[src/rtl/jtframe_rom_pkg.sv]
// Shared definitions for the ROM round-robin arbiter: FSM states and burst size.
package jtframe_rom_pkg;

    typedef enum logic [1:0] {
        ST_IDLE = 2'd0,
        ST_REQ  = 2'd1,
        ST_WAIT = 2'd2,
        ST_DATA = 2'd3
    } state_t;

    // Each cache miss fetches this many 16-bit words (one 32-bit cache entry)
    localparam int BURST_LEN = 2;

endpackage

[src/rtl/jtframe_rr_pick.sv]
// Combinational round-robin picker: returns the first requester after 'last',
// wrapping from SW-1 back to 0, and whether any requester is active.
module jtframe_rr_pick #(
    parameter int SW = 4,
    parameter int IW = $clog2(SW)
) (
    input  logic [SW-1:0] req,
    input  logic [IW-1:0] last,
    output logic [IW-1:0] gnt,
    output logic          any
);

    logic [IW-1:0] idx;

    // Scan from farthest to nearest so the nearest requester after 'last' wins
    always_comb begin
        gnt = '0;
        any = 1'b0;
        idx = '0;
        for (int i = SW; i >= 1; i--) begin
            idx = IW'((int'(last) + i) % SW);
            if (req[idx]) begin
                gnt = idx;
                any = 1'b1;
            end
        end
    end

endmodule

[src/rtl/jtframe_rom_rrarb.sv]
// Round-robin arbiter sharing one SDRAM bank read port among SW ROM slots.
// Every slot keeps a one-entry 32-bit cache; each miss becomes a 2-word burst.
//
// state   | meaning
// --------+-----------------------------------------------------------
// IDLE    | no fetch in flight, pick the next pending slot
// REQ     | sdram_rd held high until the controller acks
// WAIT    | request accepted, waiting for the first data word (dst)
// DATA    | second word on the bus, write the cache entry of slot g
module jtframe_rom_rrarb
    import jtframe_rom_pkg::*;
#(
    parameter int               SW      = 4,
    parameter int               SAW     = 12,
    parameter int               AW      = 22,
    parameter logic [SW*AW-1:0] OFFSETS = '0
) (
    input  logic               rst,
    input  logic               clk,
    input  logic               flush,
    input  logic [SW-1:0]      slot_cs,
    input  logic [SW*SAW-1:0]  slot_addr,
    output logic [SW-1:0]      slot_ok,
    output logic [SW*32-1:0]   slot_dout,
    output logic               sdram_rd,
    output logic [AW-1:0]      sdram_addr,
    input  logic               sdram_ack,
    input  logic               data_dst,
    input  logic               data_rdy,
    input  logic [15:0]        data_read
);

    localparam int IW = $clog2(SW);
    localparam int DW = 16 * BURST_LEN;

    state_t         state;
    logic [IW-1:0]  g;
    logic [IW-1:0]  rr;
    logic [SAW-1:0] addr_l;
    logic [15:0]    low;

    logic [SAW-1:0] addr_a [SW];
    logic [AW-1:0]  off_a  [SW];
    logic [SW-1:0]  valid;
    logic [SW-1:0]  hit;
    logic [SW-1:0]  pending;
    logic [IW-1:0]  pick_gnt;
    logic           pick_any;
    logic           busy;
    logic           fill;

    assign busy = (state != ST_IDLE);
    // rdy in DATA completes the burst; anything else leaves the cache alone
    assign fill = (state == ST_DATA) && data_rdy;

    for (genvar n = 0; n < SW; n++) begin : g_slot
        logic [SAW-1:0] cached_addr;
        logic [DW-1:0]  cache_data;
        logic           valid_r;

        assign addr_a[n] = slot_addr[n*SAW +: SAW];
        assign off_a[n]  = OFFSETS[n*AW +: AW];

        // Cache entry update: a fill of this slot writes data/address; flush overrides valid
        always_ff @(posedge clk or posedge rst) begin
            if (rst) begin
                cached_addr <= '0;
                cache_data  <= '0;
                valid_r     <= 1'b0;
            end else begin
                if (fill && g == IW'(n)) begin
                    cached_addr <= addr_l;
                    cache_data  <= {data_read, low};
                    valid_r     <= 1'b1;
                end
                if (flush) begin
                    valid_r <= 1'b0;
                end
            end
        end

        assign valid[n]   = valid_r;
        assign hit[n]     = valid_r && (cached_addr == addr_a[n]);
        assign slot_ok[n] = slot_cs[n] && hit[n];
        assign slot_dout[n*32 +: 32] = cache_data;
        // The slot already being fetched must not be granted a second time
        assign pending[n] = slot_cs[n] && !hit[n] && !(busy && g == IW'(n));
    end

    jtframe_rr_pick #(
        .SW   (SW),
        .IW   (IW)
    ) u_pick (
        .req  (pending),
        .last (rr),
        .gnt  (pick_gnt),
        .any  (pick_any)
    );

    // Fetch sequencer: grant, hold the request until ack, then collect the two-word burst
    always_ff @(posedge clk or posedge rst) begin
        if (rst) begin
            state      <= ST_IDLE;
            g          <= '0;
            rr         <= IW'(SW - 1);
            addr_l     <= '0;
            low        <= '0;
            sdram_rd   <= 1'b0;
            sdram_addr <= '0;
        end else begin
            case (state)
                ST_IDLE: begin
                    if (pick_any) begin
                        g          <= pick_gnt;
                        rr         <= pick_gnt;
                        addr_l     <= addr_a[pick_gnt];
                        sdram_rd   <= 1'b1;
                        sdram_addr <= off_a[pick_gnt] + AW'({addr_a[pick_gnt], 1'b0});
                        state      <= ST_REQ;
                    end
                end
                ST_REQ: begin
                    if (sdram_ack) begin
                        sdram_rd <= 1'b0;
                        state    <= ST_WAIT;
                    end
                end
                ST_WAIT: begin
                    if (data_dst) begin
                        low   <= data_read;
                        state <= ST_DATA;
                    end else if (data_rdy) begin
                        // rdy without dst is a broken burst: drop it, no fill
                        state <= ST_IDLE;
                    end
                end
                ST_DATA: begin
                    state <= ST_IDLE;
                end
                default: begin
                    state <= ST_IDLE;
                end
            endcase
        end
    end

endmodule

[config.mk]
export PLATFORM = sky130hd
export DESIGN_NAME = jtframe_rom_rrarb
export DESIGN_NICKNAME = d
export VERILOG_FILES = /design/src/rtl/jtframe_rom_pkg.sv /design/src/rtl/jtframe_rr_pick.sv /design/src/rtl/jtframe_rom_rrarb.sv
export SDC_FILE = /design/constraint.sdc
export NUM_CORES = 1
export LEC_CHECK = 0
export CAP_MARGIN = 10
export CORE_MARGIN = 2
export CORE_UTILIZATION = 53
export DETAILED_ROUTE_END_ITERATION = 8
export HOLD_SLACK_MARGIN = 0.06
export PLACE_DENSITY = 0.85
export SYNTH_ARGS = -nofsm -noshare
export SYNTH_HDL_FRONTEND = slang
export SYNTH_SLANG_ARGS = --single-unit
[constraint.sdc]
create_clock -name clk -period 20 [get_ports clk]
set_clock_uncertainty 0.15 [all_clocks]
set_input_delay 5 -clock clk [delete_from_list [all_inputs] [get_ports clk]]
set_output_delay 5 -clock clk [all_outputs]
set_load 0.01 [all_outputs]
==> flow_summary.toml, run 1 <==
[critical_path]
slowest_delay_ns = 0.69
reg2reg_slack_ns = 16.71
critPathKind = "input port to output pin"
cpMostUsedCell = "clkdlybuf4s50_1"
crit_path_top_delay_cell = "nor4_1"
cp_max_fo = 3
cp-start-kind = "input port"
crit_arrival_ns = 7.32
r2r-start = "g_slot[0].cached_addr[11]"
crit_required_ns = 14.85
cp_cell_sequence = "clkdlybuf4s50_1 > xnor2_1 > nand4_1 > nor4_1 > and2_1 > clkdlybuf4s50_1"
reg2reg_depth = 9
reg2reg_to = "sdram_addr[9]"
endpoint_kind = "output pin"

[layout]
final_cell_area_mm2 = 0.01237
layout.area.seq_mm2 = 0.005383
fin_nets = 938
final_cell_mix = "clkdlybuf4s50_1, dfrtp_1, mux2_2"
final_common_cell = "clkdlybuf4s50_1"
nFillCells = 1163
antenna_cells = 0
area_growth_syn_to_layout_pct = 33.05
layout-drive-gt1-share_pct = 31.29
multi_input_area_mm2 = 0.003672

[cts]
cts_made_buffers = 22
clkSlewWorstSetupHoldPaths_ns = 0.06
cts_tree = "yes"
cts_max_level = 1
cts.sinks = 215
clockBufferDepth = 3
ctsHoldBuffers = 0
cts_resized = 0
worstSkewPairLatency_ns = 0.49
cts_setup_buffers = 0
clockRootBuffer = "clkbuf_16"

[hold_path]
holdPathStages = 2
holdPathEnd = "g_slot[1].valid_r"
min_from = "g_slot[1].valid_r"
hp-class = "register to register"

[die]
rows = 48
fp.dieArea_mm2 = 0.01862
start_util_pct = 53.94
die_w_um = 136.5
io_pins = 229
die_y_um = 136.5
coreArea_mm2 = 0.01724

[pwr]
p_leak_nw = 5.475
ir_drop_mv = 0.1098
p_sw_share_pct = 32.52
p_sw_mw = 0.6634
seq_power_share_pct = 39.2
clkPwrFrac_pct = 20.1
power_mw = 2.040
powerDensity_mw_per_mm2 = 164.9
internal_power_mw = 1.377
comb_power_share_pct = 40.7

[yosys]
synth_cells = 644
ys_types = 46
ys_seq_area_share_pct = 57.89
netlist_area_mm2 = 0.009298
synth-seq-cells = 215
ys_warn_count = 0
syn_area_per_cell_um2 = 14.44

[sta]
finalMaxSlewViolations = 0
holdWs_ns = 0.3516
tns_ns = 0
max_slew_margin_pct = 23.70
finalWorstSetupSlack_ns = 7.531
finalCritPeriodShare_pct = 62.35
clock.fmax_mhz = 80.20
final_hold_viol_count = 0
finalCriticalPeriod_ns = 12.47
setup_viol = 0
rsz0062_at_grt = "false"
tightest_slew_ns = 1.141

[grt]
grt_pass1_vias = 6622
grt_max_degree = 131
grt_pass1_wl_um = 36820
grt.overflow.total = 0
antenna_found_initial = 0
grt_usage_pct = 25.54

[placement]
port_buffers = 218
place_area_mm2 = 0.01163
dp_hpwl_um = 15890
pre_cts_ws_ns = 7.531
gp_congestion = 0.8491

[detailed_routing]
drtPass1Iterations = 4
remaining_drc_errors = 0
ant_nets = 0
route.vias.total = 6044
wl_per_cell_um = 21.22
drtIter0Drc = 213
viasPerCell = 5.475
wl_um = 23430

[status]
status = "finished clean"

[job]
maxCapViolCount = 0
## final cells by class
| class | instances | area share [%] |
|---|---|---|
| timing repair buffer | 227 | 18.19 |
| multi-input combinational | 387 | 29.69 |
| sequential | 215 | 43.51 |
| inverter | 11 | 0.3945 |
| tap | 225 | 2.276 |
| clock inverter | 4 | 0.3641 |
| clock buffer | 35 | 5.583 |
## per-layer routing
layer / vias up / GRT usage [%] / share of wire (%)
met2: 235 / 41.82 / 48
li1: 2703 / - / -
met4: 0 / 5.845 / 1.6
met3: 35 / 8.091 / 9.1
met1: 3071 / 33.45 / 41
met5: - / 0 / 0
## worst max path at each step
stage	to	startpoint	slack, ns
final	slot_ok[0]	slot_addr[11]	7.53
after global routing	slot_ok[0]	slot_addr[11]	7.38
after CTS	slot_ok[0]	slot_addr[11]	7.52
after detailed placement	slot_ok[0]	slot_addr[11]	7.53
after global placement	slot_ok[0]	slot_addr[11]	7.54
after floorplan	g[0]	rst	8.97
## sequential cells by signal, indices dropped and copies added (netlist names)
register            cells
g                       2
g_slot.cache_data     128
g_slot.cached_addr     48
g_slot.valid_r          4
low                    16
rr                      2
sdram_addr             12
sdram_rd                1
state                   2
## cell families after synthesis
family,synth area share [%]
DFF,57.89
muxes,24.79
and+or+nand+nor,4.481
buffers and inverters,3.149
xor gates and xnor gates,4.522
AOI/OAI and AO/OA,5.127
other,0.04033
## synth_stat cells, drive strengths merged
cell type    n  area (µm²)
nor4         6       43.79
xnor2       24       210.2
nand3b       2       15.01
inv         11       41.29
and2         3       21.27
o31ai        1       7.510
nand3        5       25.02
o32ai        1       8.760
nor2        27       101.4
conb         1       3.750
and3         1       6.260
nor3         4       20.02
nand4        7       43.79
dfstp        2       52.55
buf         23       187.7
a32oi        1       16.27
xor2        24       210.2
nor2b        5       31.28
or3b         1       11.26
mux2       194        2185
o211ai       2       20.02
a211oi      12       130.1
clkbuf      17       63.81
dfrtp      213        5330
a21oi        6       30.03
o21ai        8       43.79
a31oi        1       21.27
and2b        8       60.06
or2          1       6.260
a21boi       2       18.77
mux2i       12       120.1
a221oi      12       180.2
or3          2       12.51
nand2        5       18.77
## stage by stage
| stage | utilization [%] | std cells |
|---|---|---|
| CTS | 71.77 | 1104 |
| global route | 71.77 | 1104 |
| detailed placement | 67.50 | 1065 |
| finish | 71.77 | 1104 |
| floorplan | - | 653 |
| global placement | 67.50 | 1065 |
## power groups by stage
stage                     sequential (mW)  clock (mW)  combinational (mW)
after global placement              0.784           0               0.811
after floorplan                     0.824           0               0.403
after detailed placement            0.802           0               0.830
after global routing                0.829       0.436               0.886
after CTS                           0.800       0.417               0.837
final                               0.799       0.411               0.830
## worst max-delay path, delay by kind of cell
kind	cells	cell delay, ns
and+or+nand+nor	3	1.05
buffers and inverters	2	0.99
xor gates and xnor gates	1	0.28
Power figures use the tool's default switching activity.
==> inputs of run 2 (changes only) <==
--- a/config.mk
+++ b/config.mk
@@ -7,10 +7,10 @@
 export LEC_CHECK = 0
 export CAP_MARGIN = 10
 export CORE_MARGIN = 2
-export CORE_UTILIZATION = 53
+export CORE_UTILIZATION = 50
 export DETAILED_ROUTE_END_ITERATION = 8
 export HOLD_SLACK_MARGIN = 0.06
-export PLACE_DENSITY = 0.85
+export PLACE_DENSITY = 0.81
 export SYNTH_ARGS = -nofsm -noshare
 export SYNTH_HDL_FRONTEND = slang
 export SYNTH_SLANG_ARGS = --single-unit
==> constraint.sdc (replaced) <==
create_clock -name clk -period 12.2 [get_ports clk]
set_clock_uncertainty 0.15 [all_clocks]
set_input_delay 3.05 -clock clk [delete_from_list [all_inputs] [get_ports clk]]
set_output_delay 3.05 -clock clk [all_outputs]
set_load 0.01 [all_outputs]
==> run 2 against run 1 <==
  * Count of clock-buffer cells in the layout up 2
  * Hold slack lost 0.00051 ns
  * First-iteration DRC count grew 43%
  * Core utilization down 3.4 points
  * Critical path depth unchanged
  * Critical path type unchanged
  * Largest cell class unchanged
  * Highest routed layer is now met5
==> flow_summary.toml, run 2 (synthesized netlist as in run 1, its figures left out) <==
[cts]
clkSlewWorstSetupHoldPaths_ns = 0.06
cts.sinks = 215
cts_tree = "yes"
clockBufferDepth = 3
worstSkewPairLatency_ns = 0.49
cts_setup_buffers = 0
cts_max_level = 1
clockRootBuffer = "clkbuf_16"
ctsHoldBuffers = 0
cts_made_buffers = 23
cts_resized = 0

[die]
coreArea_mm2 = 0.01809
die_w_um = 140.4
start_util_pct = 51.41
die_y_um = 140.4
fp.dieArea_mm2 = 0.01970
rows = 49
io_pins = 229

[job]
maxCapViolCount = 0

[hold_path]
holdPathStages = 1
holdPathEnd = "g_slot[3].cache_data[20]"
min_from = "g_slot[3].cache_data[20]"
hp-class = "register to register"

[grt]
grt.overflow.total = 0
grt_pass1_vias = 6797
antenna_found_initial = 1
grt_usage_pct = 24.70
grt_pass1_wl_um = 38020
grt_max_degree = 130

[sta]
max_slew_margin_pct = 27.47
finalCritPeriodShare_pct = 70.23
tns_ns = 0
finalCriticalPeriod_ns = 8.568
tightest_slew_ns = 1.085
final_hold_viol_count = 0
clock.fmax_mhz = 116.7
rsz0062_at_grt = "false"
finalMaxSlewViolations = 0
setup_viol = 0

[critical_path]
crit_path_top_delay_cell = "nor4_1"
cp-start-kind = "input port"
cp_top_family = "simple AND/OR/NAND/NOR gates"
reg2reg_depth = 8
cp_cell_sequence = "clkdlybuf4s50_1 > xnor2_1 > nand4_1 > nor4_1 > and2_1 > clkdlybuf4s50_1"
cp_max_fo = 3
crit_arrival_ns = 5.37
crit_buf_inv = 2
reg2reg_slack_ns = 8.72
critPathKind = "input port to output pin"
r2r-start = "g_slot[0].cached_addr[11]"
endpoint_kind = "output pin"
cpMostUsedCell = "clkdlybuf4s50_1"
reg2reg_to = "sdram_addr[2]"
crit_required_ns = 9.00
slowest_delay_ns = 0.65

[status]
status = "finished clean"

[layout]
fin_util_pct = 68.34
top_regs = "g_slot.cache_data (128), g_slot.cached_addr (48), low (16)"
area_growth_syn_to_layout_pct = 32.94
final_common_cell = "clkdlybuf4s50_1"
final_cell_mix = "clkdlybuf4s50_1, dfrtp_1, mux2_2"
largest_reg_flops = 128
instances_no_fill = 1108
antenna_cells = 0
regMostFlops = "g_slot.cache_data"
fin_nets = 937
final_cell_area_mm2 = 0.01236
layout-drive-gt1-share_pct = 30.94

[detailed_routing]
route.vias.total = 6060
drtIter0Drc = 305
wl_per_cell_um = 21.69
viasPerCell = 5.469
ant_nets = 0
drtPass1Iterations = 4
remaining_drc_errors = 0
wl_um = 24030

[pwr]
powerDensity_mw_per_mm2 = 271.2
p_leak_nw = 5.457
ir_drop_mv = 0.1809

[placement]
gp_congestion = 0.8689
dp_hpwl_um = 16360
place_area_mm2 = 0.01162
port_buffers = 218
placed_cells = 1067
[run 2: cell types whose count changed in the layout (fill, tap and decap cells not counted)]
cell        before  now
clkinvlp_4       0    1
clkinv_2         3    2
clkbuf_1         5    8
buf_4            9    7
clkbuf_8         7    6
[run 2: worst max-delay path by stage]
stage                       to     startpoint  cells past startpoint  slack, ns
floorplan                 g[0]            rst                      1       3.12
CTS                 slot_ok[0]  slot_addr[11]                      6       3.54
detailed placement  slot_ok[0]  slot_addr[11]                      6       3.55
global placement    slot_ok[0]  slot_addr[11]                      6       3.54
finish              slot_ok[0]  slot_addr[11]                      6       3.63
global route        slot_ok[0]  slot_addr[11]                      6       3.49
[run 2: per-layer routing]
layer	GRT usage, %	up-vias	wire (µm)
li1	-	2702	-
met1	30.59	3078	9581
met2	41.20	226	11590
met3	8.410	52	2217
met4	7.602	2	628
met5	0	-	12
[run 2: cell type report]
cell class	instances	area, µm²
Clock buffer	37	688.2
Clock inverter	4	47.55
Fill cell	1262	5725
Inverter	11	48.80
Multi-Input combinational cell	387	3672
Sequential cell	215	5383
Tap cell	229	286.5
Timing Repair Buffer	225	2235
[run 2: stage by stage]
step | power (mW) | hold slack [ns] | worst slack [ns]
after global routing | 3.533 | 0.3648 | 3.491
final | 3.353 | 0.3511 | 3.632
after CTS | 3.379 | 0.3554 | 3.543
after floorplan | 2.011 | 0.3161 | 3.124
after detailed placement | 2.686 | 0.3435 | 3.549
after global placement | 2.616 | 0.3312 | 3.537
[run 2: where the power goes]
group	switching [mW]	total (mW)	internal, mW
sequential	0.259	1.31	1.05
combinational	0.572	1.36	0.793
clock	0.270	0.675	0.405
